===== config.mk =====
export PLATFORM = sky130hd
export DESIGN_NAME = seg7_scan_driver
export DESIGN_NICKNAME = d
export VERILOG_FILES = /design/src/rtl/seg7_scan_driver.sv
export SDC_FILE = /design/constraint.sdc
export NUM_CORES = 1
export LEC_CHECK = 0
export ABC_AREA = 1
export ABC_CLOCK_PERIOD_IN_PS = 6230
export CORE_ASPECT_RATIO = 0.9
export CORE_UTILIZATION = 35
export CTS_CLUSTER_SIZE = 14
export DETAILED_ROUTE_END_ITERATION = 10
export GPL_ROUTABILITY_DRIVEN = 1
export PLACE_DENSITY = 0.67
export SYNTH_ARGS = -nofsm -noshare
export SYNTH_HDL_FRONTEND = slang
export SYNTH_SLANG_ARGS = --single-unit

===== constraint.sdc =====
create_clock -name clk_in -period 6.23 [get_ports clk_in]
set_clock_uncertainty 0.1 [all_clocks]
set_input_delay 1.246 -clock clk_in [delete_from_list [all_inputs] [get_ports clk_in]]
set_output_delay 1.246 -clock clk_in [all_outputs]
set_load 0.02 [all_outputs]

===== src/rtl/seg7_scan_driver.sv =====
// rtl/seg7_scan_driver.sv - multiplexed seven-segment scanner with anti-ghosting blank gap
//
// Ports:
//   clk_in      system clock, the only clock in the block
//   reset       asynchronous active-low reset, released synchronously upstream
//   tick_in     slow scan-rate square wave; sampled on clk_in, never used as a clock
//   value_in    packed hex digits, digit i = value_in[4i+3:4i]
//   dp_in       per-digit decimal point request, active-high
//   digit_en    per-digit enable; a disabled digit keeps its slot with the anode off
//   an_n        anode drives, active-low, at most one bit low
//   seg_n       segments {g,f,e,d,c,b,a}, active-low
//   dp_n        decimal point, active-low
//   digit_sel   index of the digit whose slot is current
//   frame_done  one-cycle pulse as digit 0's slot begins
module seg7_scan_driver #(
    parameter int N_DIGITS     = 8,
    parameter int BLANK_CYCLES = 16
) (
    input  logic                        clk_in,
    input  logic                        reset,
    input  logic                        tick_in,
    input  logic [4*N_DIGITS-1:0]       value_in,
    input  logic [N_DIGITS-1:0]         dp_in,
    input  logic [N_DIGITS-1:0]         digit_en,
    output logic [N_DIGITS-1:0]         an_n,
    output logic [6:0]                  seg_n,
    output logic                        dp_n,
    output logic [$clog2(N_DIGITS)-1:0] digit_sel,
    output logic                        frame_done
);

    localparam int SEL_W = $clog2(N_DIGITS);
    localparam int CNT_W = $clog2(BLANK_CYCLES + 1);
    localparam logic [SEL_W-1:0] LAST_SEL     = SEL_W'(N_DIGITS - 1);
    localparam logic [CNT_W-1:0] BLANK_RELOAD = CNT_W'(BLANK_CYCLES);
    localparam logic [CNT_W-1:0] CNT_ONE      = CNT_W'(1);

    if (N_DIGITS < 2 || N_DIGITS > 16) begin : g_bad_digits
        $error("seg7_scan_driver: N_DIGITS must be in 2..16");
    end
    if (BLANK_CYCLES < 1) begin : g_bad_blank
        $error("seg7_scan_driver: BLANK_CYCLES must be >= 1");
    end

    typedef enum logic {
        ST_BLANK = 1'b0,
        ST_SHOW  = 1'b1
    } state_t;

    state_t            state;
    logic [CNT_W-1:0]  blank_cnt;
    logic              s1, s2, s3;
    logic              tick_rise;
    logic [SEL_W-1:0]  next_sel;

    function automatic logic [6:0] hex_decode(input logic [3:0] nib);
        logic [6:0] seg;
        case (nib)
            4'h0: seg = 7'h40;
            4'h1: seg = 7'h79;
            4'h2: seg = 7'h24;
            4'h3: seg = 7'h30;
            4'h4: seg = 7'h19;
            4'h5: seg = 7'h12;
            4'h6: seg = 7'h02;
            4'h7: seg = 7'h78;
            4'h8: seg = 7'h00;
            4'h9: seg = 7'h10;
            4'hA: seg = 7'h08;
            4'hB: seg = 7'h03;
            4'hC: seg = 7'h46;
            4'hD: seg = 7'h21;
            4'hE: seg = 7'h06;
            default: seg = 7'h0E;
        endcase
        return seg;
    endfunction

    // Only the selected anode may go low, and only if that digit is enabled.
    function automatic logic [N_DIGITS-1:0] anode_pattern(input logic [SEL_W-1:0] sel,
                                                          input logic [N_DIGITS-1:0] en);
        return ~(en & (N_DIGITS'(1) << sel));
    endfunction

    // s3 is a history flop behind the two-flop synchronizer.
    assign tick_rise = s2 & ~s3;
    assign next_sel  = (digit_sel == LAST_SEL) ? '0 : digit_sel + 1'b1;

    always_ff @(posedge clk_in or negedge reset) begin
        if (!reset) begin
            s1         <= 1'b0;
            s2         <= 1'b0;
            s3         <= 1'b0;
            state      <= ST_BLANK;
            blank_cnt  <= BLANK_RELOAD;
            digit_sel  <= LAST_SEL;
            an_n       <= '1;
            seg_n      <= 7'h7F;
            dp_n       <= 1'b1;
            frame_done <= 1'b0;
        end else begin
            s1         <= tick_in;
            s2         <= s1;
            s3         <= s2;
            frame_done <= 1'b0;
            case (state)
                ST_BLANK: begin
                    // tick_rise is deliberately ignored here; no advance is queued.
                    an_n  <= '1;
                    seg_n <= 7'h7F;
                    dp_n  <= 1'b1;
                    if (blank_cnt == CNT_ONE) begin
                        state      <= ST_SHOW;
                        blank_cnt  <= '0;
                        digit_sel  <= next_sel;
                        an_n       <= anode_pattern(next_sel, digit_en);
                        // seg_n/dp_n hold this snapshot for the whole slot.
                        seg_n      <= hex_decode(value_in[{next_sel, 2'b00} +: 4]);
                        dp_n       <= ~dp_in[next_sel];
                        frame_done <= (next_sel == '0);
                    end else begin
                        blank_cnt <= blank_cnt - 1'b1;
                    end
                end
                ST_SHOW: begin
                    if (tick_rise) begin
                        state     <= ST_BLANK;
                        blank_cnt <= BLANK_RELOAD;
                        an_n      <= '1;
                        seg_n     <= 7'h7F;
                        dp_n      <= 1'b1;
                    end else begin
                        an_n <= anode_pattern(digit_sel, digit_en);
                    end
                end
                default: state <= ST_BLANK;
            endcase
        end
    end

endmodule

### After elaboration in Yosys (flattened, before gate mapping)

Memories as Yosys holds them, arrays and structs flattened.
Index checks and enable logic that the tools add are counted.

* output and inout bits: 20
* memories kept: 1
* register bits after elaboration: 29
* input bits: 51
* ROM bits: 112

Memories
* (no name shown): depth 16, bits a word 7, rd ports 1, clocked after Yosys merged registers in 0, write ports 0, line 58 `case (nib)`

* reduce and logical (&&, ||, !) cells: 2
* $add $sub $neg: 2
* shift operators: 3
* multiplexer cells: 20
* eq/ne operators: 3
* $lt $le $gt $ge: 1
* bitwise operators: 8

Operator list (number)
* variable part select 32 x 6 -> 4 bit: 1
* AND 8 bit: 2
* two-way mux 8 bit: 2
* NOT 8 bit: 2
* case mux 8 bit (2 select lines): 1
* left shift 1 x 3 -> 8 bit (first input constant): 2
* two-way mux 7 bit: 2
* case mux 7 bit (2 select lines): 1
* two-way mux 5 bit: 2
* case mux 5 bit (2 select lines): 1
* two-way mux 1 bit: 7
* equality test 5 x 1 -> 1 bit (second input constant): 1
* subtractor 5 x 1 -> 5 bit (second input constant): 1
* < comparator 3 x 4 -> 1 bit (second input constant): 1
* case mux 1 bit (2 select lines): 2
* adder 3 x 1 -> 3 bit (second input constant): 1
* binary-select mux 1 bit (select 3 bit): 1
* equality test 3 bit (second input constant): 1
* logical NOT 3 bit: 1
* two-way mux 3 bit: 1
* NOT 1 bit: 3
* != test 2 x 1 -> 1 bit (second input constant): 1
* AND reduction 2 bit: 1
* AND 1 bit: 1

### Logic depth before layout (Yosys ltp)

Gate-level depths: netlist of the first run.

* depth after elaboration: 7
* depth in mapped cells: 18
* gate-level depth less buffers: 17

### Worst setup path before layout of the first run

No wires, ideal clock.

* path kind: register to register
* from: reg digit_sel[0]
* to: reg seg_n[0]
* arrival: 2283 ps
* cell stages (with the launch flop): 18
* library setup time: 77 ps
* slack: 3770 ps
* path buffers: 1
* required time: 6053 ps
* cell sequence: dfstp_2 > ha_1 > ha_1 > inv_1 > nand2_4 > buf_4 > nand2_1 > nand2_1 > nand2_1 > nand3_1 > nand2_1 > ha_1 > inv_1 > nand3_1 > nand2_1 > nor2_1 > nor2_1 > nor2_2

* cells in the longest elaborated chain, start to end: 6
* elaborated cells between the ends (all ways): 7
* classes of those cells: add/sub (1); eq/ne (1); shift (1); mux (3); memory (1)

Ends and longest elaborated chain
* start, declared: line 28 `output logic [$clog2(N_DIGITS)-1:0] digit_sel,`
* start signal, assigned: line 115 `digit_sel <= next_sel;`
* adder 3 x 1 -> 3 bit / equality test 3 bit (equally long branches): line 87 `assign next_sel = (digit_sel == LAST_SEL) ? '0 : digit_sel + 1'b1;`
* two-way mux 3 bit (*): line 87
* variable part select 32 x 6 -> 4 bit (*): line 118 `seg_n <= hex_decode(value_in[{next_sel, 2'b00} +: 4]);`
* memory read (16 x 7 bit) (*)
* two-way mux 7 bit (*): line 112 `if (blank_cnt == CNT_ONE) begin`
* case mux 7 bit (2 select lines) (*): line 106 `case (state)`
* end signal, assigned: line 118
* end, declared: line 26 `output logic [6:0] seg_n,`

Every way passes the cells marked *; elsewhere a longest branch is shown, timed or not.
A chain may end at the register's enable or synchronous reset.

### Worst setup path after layout of the first run

Ends and elaborated chain as after synthesis.

==> results of run 1 <==
per-stage QoR:
| step | util, % | total power [mW] | hold slack (ns) | setup slack (ns) |
|---|---|---|---|---|
| after global placement | 51.05 | 1.243 | 0.2336 | 3.165 |
| after global routing | 52.58 | 1.556 | 0.2574 | 3.000 |
| final | 52.58 | 1.406 | 0.2485 | 3.342 |
| after floorplan | - | 1.042 | 0.2312 | 3.770 |
| after detailed placement | 51.05 | 1.251 | 0.2371 | 3.111 |
| after CTS | 52.58 | 1.413 | 0.2513 | 3.346 |
final cells by class:
| cell class | count | area, sq um |
|---|---|---|
| Timing Repair Buffer | 72 | 715.7 |
| Fill cell | 526 | 2551 |
| Multi-Input combinational cell | 197 | 1054 |
| Inverter | 38 | 142.6 |
| Tap cell | 67 | 83.83 |
| Clock buffer | 6 | 72.57 |
| Sequential cell | 29 | 750.7 |
| Clock inverter | 2 | 10.01 |
report_power, final:
group / leakage [nW] / switching (mW) / internal [mW]
logic: 0.948 / 0.618 / 0.343
registers: 0.321 / 0.0403 / 0.258
clock network: 0.0450 / 0.0698 / 0.0772
sequential cells by signal (all words and copies together), names as in the netlist:
signal / flops
s1: 1
s3: 1
dp_n: 1
an_n: 8
seg_n: 7
digit_sel: 3
blank_cnt: 5
state: 1
s2: 1
frame_done: 1
worst paths after layout:
check,to,cells after the start,startpoint
setup / recovery,seg_n[0]$_DFFE_PN1P_,15,digit_sel[0]$_DFFE_PN1P_
hold / removal,s2$_DFF_PN0_,0,s1$_DFF_PN0_
setup reg to reg,seg_n[0]$_DFFE_PN1P_,15,digit_sel[0]$_DFFE_PN1P_
hold reg to reg,s2$_DFF_PN0_,0,s1$_DFF_PN0_
max in group asynchronous,digit_sel[1]$_DFFE_PN1P_,2,reset
min in group asynchronous,frame_done$_DFF_PN0_,2,reset
kinds of logic after synthesis:
family	Yosys count	share of synthesized area [%]
DFF	29	37.38
and+or+nand+nor	150	33.58
AOI/OAI and AO/OA	30	8.661
buffers and inverters	47	10.16
adders and majority gates	15	9.346
xor gates and xnor gates	2	0.8724
routing by layer:
metal / up-vias / global-route usage (%) / part of all wire (%)
li1: 1004 / - / -
met1: 897 / 24.29 / 46
met3: 7 / 4.099 / 5.9
met2: 61 / 30.03 / 47
met4: 0 / 5.263 / 1.4
met5: - / 0 / 0
cell usage in the layout (no fill, tap or decap), types with 2 or more instances in the layout:
master,Yosys,layout
a21oi_1,6,6
clkdlybuf4s50_1,0,70
nand2_2,3,3
nand3_2,7,7
inv_1,36,36
or2_2,2,2
clkbuf_8,0,5
o21ai_1,2,2
nor2_2,2,2
o22ai_1,9,9
o21ai_0,9,9
nand2_4,2,2
clkinv_2,0,2
nand3_1,27,27
dfrtp_1,9,9
inv_2,2,2
ha_1,15,15
nand2_1,85,85
buf_4,2,2
nor2_1,21,21
dfstp_2,20,20
==> results.md, run 1 <==
- Status: finished, final reports clean
- Syn_area_per_cell: 7.356 sq um
- Total GRT Usage: 18.41%
- Final WL: 5025 um
- Slowest cell on crit path: nor2_2
- Worst Setup End Kind: flop
- Drt initial violations: 100
- Antenna-violating nets left: 0
- Syn. warnings: 0
- HPWL Detailed: 3874 um
- RSZ-0062 raised after global routing: false
- Flops & latches, synth: 29
- Drt drc: 0
- Syn nets: 339
- Crit path largest cell delay: 0.57 ns
- Final Hold Vio Count: 0
- Port Buf Inserts: 70
- GPL Wtd Cong: 0.8307
- Hold/Removal Path Class: flop to flop
- Share of synthesized flip-flops with an asynchronous set or reset: 100.0%
- Netlist cell types: 28
- Clock Latency Late Sink: 0.28 ns
- Final Instance Area: 2829 sq um
- Vias in the first global route: 1,869
- Buffers and inverters on the worst path: 1
- Wire per inst: 12.23 um
- Top cells by area, synth: dfstp_2 26%, nand2_1 16%, dfrtp_1 11%
- Clock-pin slew on the worst setup and hold paths: 0.06 ns
- Synth Instances: 273
- Fin cells: 411
- Post-CTS Setup Inserts: 0
- CTS tree: yes
- Post-synth top area share: 26.17%
- Startpoint Class: flop
- Final setup violation count: 0
- Root Buffer: clkbuf_8
- Crit-path max FO: 20
- Most common cell in the netlist: nand2_1
- Core Area: 5380 sq um
- Final Cycle Share: 46.35%
- Min Tclk post-route: 2.888 ns
- Max-cap violations: 0
- CP cell instances: ha_1 -> ha_1 -> nor2_2 -> nand2_1 -> nand2_1 -> nand2_1 -> nand3_1 -> nand2_1 -> ha_1 -> inv_1 -> nand3_1 -> nand2_1 -> nor2_1 -> nor2_1 -> nor2_2
- Antenna Diode Count: 0
- Die area: 6045 sq um
- Routed via count: 1,969
- Sink Count: 29
- DP Area: 2746 sq um
- Area growth syn-to-layout: 40.87%
- CP arrival: 3.00 ns
- Leakage power: 1.314 nW
- Ys flop type: dfstp_2
- Pre-antenna DRT Iters: 7
- Vias per cell: 4.791
- TNS Setup: 0 ns
- I/O pin cnt: 71
- Max-slew violation count: 0
- PD cells: 497.1 nW/um^2
- Row count: 25
- CTS resizes: 0
- Worst slew pin tran: 0.7374 ns
- Fmax: 346.3 MHz
- First-pass GRT wire length: 8438 um
- WS Path Type: flop to flop
- EDFF count, synth: 0
- Largest net degree at the start of global routing: 30
- Synth area leader: dfstp_2
- Most common cell on crit path: nand2_1
- R2R setup slack: 3.34 ns
- Worst relative slew slack: 50.79%
- Worst-case clock buffer depth: 2
- H-tree levels: 2
- CTS buffer count: 5
- Crit path max-delay family: simple AND/OR/NAND/NOR gates
- Post-CTS Hold Buffers: 0
- DP Cell Count: 403
- Gr ovfl total: 0
- Final Net Count: 409
- Share of layout cells above drive strength 1: 13.95%
- Synthesized cell area: 2008 sq um
- Antenna violations before repair: 0
- Post-synthesis sequential area ratio: 37.38%
- Chip width: 81.85 um
- Worst endpoint required time: 6.34 ns
- Top cells by count, synth: 85 x nand2_1, 36 x inv_1, 27 x nand3_1
- Initial core utilization: 37.33%
- Die height: 73.86 um
- Peak supply drop: 0.0002966 V
Power figures use the tool's default switching activity.
==> run 2: changes to the inputs <==
--- a/config.mk
+++ b/config.mk
@@ -6,13 +6,13 @@
 export NUM_CORES = 1
 export LEC_CHECK = 0
 export ABC_AREA = 1
-export ABC_CLOCK_PERIOD_IN_PS = 6230
+export ABC_CLOCK_PERIOD_IN_PS = 2600
 export CORE_ASPECT_RATIO = 0.9
 export CORE_UTILIZATION = 35
 export CTS_CLUSTER_SIZE = 14
 export DETAILED_ROUTE_END_ITERATION = 10
 export GPL_ROUTABILITY_DRIVEN = 1
-export PLACE_DENSITY = 0.67
+export PLACE_DENSITY = 0.69
 export SYNTH_ARGS = -nofsm -noshare
 export SYNTH_HDL_FRONTEND = slang
 export SYNTH_SLANG_ARGS = --single-unit
==> constraint.sdc (replaced) <==
create_clock -name clk_in -period 2.6 [get_ports clk_in]
set_clock_uncertainty 0.1 [all_clocks]
set_input_delay 0.52 -clock clk_in [delete_from_list [all_inputs] [get_ports clk_in]]
set_output_delay 0.52 -clock clk_in [all_outputs]
set_load 0.02 [all_outputs]
==> results.md, run 2 (synthesis gave the netlist of run 1 again) <==
- Status: finished, final reports clean
- Worst slew pin tran: 0.5428 ns (-0.1946 ns)
- Max reg flops: 8 (unchanged)
- Post-CTS Hold Buffers: 0 (unchanged)
- Worst endpoint required time: 2.71 ns (-3.63 ns)
- Chip width: 81.85 um (unchanged)
- I/O pin cnt: 71 (unchanged)
- Fmax: 410.4 MHz (+19%)
- Final Cycle Share: 93.71% (+47 points)
- Final Net Count: 419 (+2.4%)
- DP Area: 2816 sq um (+2.6%)
- Largest net degree at the start of global routing: 30 (unchanged)
- Die area: 6045 sq um (unchanged)
- Vias per cell: 4.722 (-1.4%)
- Antenna Diode Count: 0 (unchanged)
- Final setup violation count: 0 (unchanged)
- Pre-antenna DRT Iters: 4 (-3)
- First-pass GRT wire length: 8535 um (+1.1%)
- Worst-case clock buffer depth: 2 (unchanged)
- Biggest register: an_n
- CP arrival: 2.54 ns (-0.46 ns)
- Worst hold slack: 0.2532 ns (+0.004780 ns)
- Share of layout cells above drive strength 1: 19.49% (+5.5 points)
- Clock Latency Late Sink: 0.28 ns (about the same)
- HPWL Detailed: 3856 um (-0.45%)
- Crit-path max FO: 16 (-20%)
- H-tree levels: 2 (unchanged)
- Gr ovfl total: 0 (unchanged)
- Antenna-violating nets left: 0 (unchanged)
- Area growth syn-to-layout: 48.35%
- Max-cap violations: 0 (unchanged)
- Commonest non-fill, non-tap cells in the layout: 84 x nand2_1, 70 x clkdlybuf4s50_1, 33 x inv_1, 26 x nand3_1
- Wire per inst: 11.88 um (-2.8%)
- Core Area: 5380 sq um (unchanged)
- Worst Setup End Kind: flop
- Drt drc: 0 (unchanged)
- Routed via count: 1,988 (+0.96%)
- Clock-pin slew on the worst setup and hold paths: 0.06 ns (about the same)
- CTS buffer count: 5 (unchanged)
- GPL Wtd Cong: 0.8202 (-1.3%)
- WS Path Type: flop to flop
- Biggest regs: an_n (8), seg_n (7), blank_cnt (5)
- Hold/Removal Path Class: flop to flop
- Final Instance Area: 2979 sq um (+5.3%)
- Root Buffer: clkbuf_8
- Min Tclk post-route: 2.437 ns (-0.4511 ns)
- PD cells: 1229 nW/um^2 (+150%)
- Total GRT Usage: 18.47% (+0.057 points)
- Final Hold Vio Count: 0 (unchanged)
- Worst relative slew slack: 63.57% (+13 points)
- Fin cells: 421 (+2.4%)
- Antenna violations before repair: 0 (unchanged)
- Startpoint Class: flop
- Drt initial violations: 113 (+13%)
- Die height: 73.86 um (unchanged)
- Row count: 25 (unchanged)
- TNS Setup: 0 ns (unchanged)
- Vias in the first global route: 1,852 (-0.91%)
- Final Util: 55.37% (+2.8 points)
- Final WL: 5002 um (-0.46%)
- Max-slew violation count: 0 (unchanged)
- Initial core utilization: 37.33% (unchanged)
- Port Buf Inserts: 70 (unchanged)
- Peak supply drop: 0.0007438 V (+150%)
- Leakage power: 1.366 nW (+4.0%)
- Leading cell type in the layout, fill and taps excluded: nand2_1
- CTS tree: yes
- Sink Count: 29 (unchanged)
- DP Cell Count: 409 (+1.5%)
## run 2: where the power goes
part | internal, mW | switching (mW)
Combinational | 1.03 | 1.57
Clock | 0.185 | 0.171
Sequential | 0.617 | 0.0894
## run 2: critical path, stage by stage (launching register included)
cell and delay, ns:
dfstp_2 0.61, ha_4 0.16, ha_2 0.19, nor2_2 0.07, buf_12 0.15, nand2_1 0.05, nand3_1 0.07, nand2_1 0.07
nand2_1 0.08, nand2_4 0.11, inv_4 0.05, ha_1 0.28, nand2_2 0.07, nor2_2 0.08, nor2_1 0.04, a21oi_1 0.16
## run 2: path summary, 6_finish.rpt
kind                                        endpoint  slack (ns)  depth (start not counted)                     start
worst min register to register          s2$_DFF_PN0_        0.25                          0              s1$_DFF_PN0_
worst max-delay path            seg_n[1]$_DFFE_PN1P_        0.16                         15  digit_sel[0]$_DFFE_PN1P_
worst min-delay path                    s2$_DFF_PN0_        0.25                          0              s1$_DFF_PN0_
max in group asynchronous       seg_n[3]$_DFFE_PN1P_        1.57                          2                     reset
worst max register to register  seg_n[1]$_DFFE_PN1P_        0.16                         15  digit_sel[0]$_DFFE_PN1P_
min in group asynchronous       frame_done$_DFF_PN0_        0.52                          2                     reset
## run 2: what timing repair did
action | 4_1_cts | 5_1_grt
setup endpoints to repair | 0 | 7
setup buffers | 0 | 4
gates resized for setup | 0 | 14
## run 2: metrics by stage
stage | setup WS (ns) | power [mW]
after floorplan | 0.1400 | 2.498
after global placement | 0.1571 | 3.091
final | 0.1635 | 3.661
after CTS | 0.08109 | 3.489
after detailed placement | 0.08855 | 3.111
after global routing | -0.003062 | 4.040
## run 2: cell type report
class                   instances  area (sq um)
flip-flops and latches         29         750.7
inverters                      38         145.1
clock buffers                   6         72.57
fillers                       514          2401
repair buffers                 82         815.8
multi-input cells             197          1101
clock inverters                 2         10.01
well taps                      67         83.83
## run 2: layer usage
layer | GRT usage [%] | vias up | routed length (um)
met1 | 24.46 | 914 | 2314
met5 | 0 | - | 0
met4 | 6.433 | 0 | 34
met3 | 3.851 | 4 | 264
li1 | - | 1016 | -
met2 | 29.66 | 54 | 2388
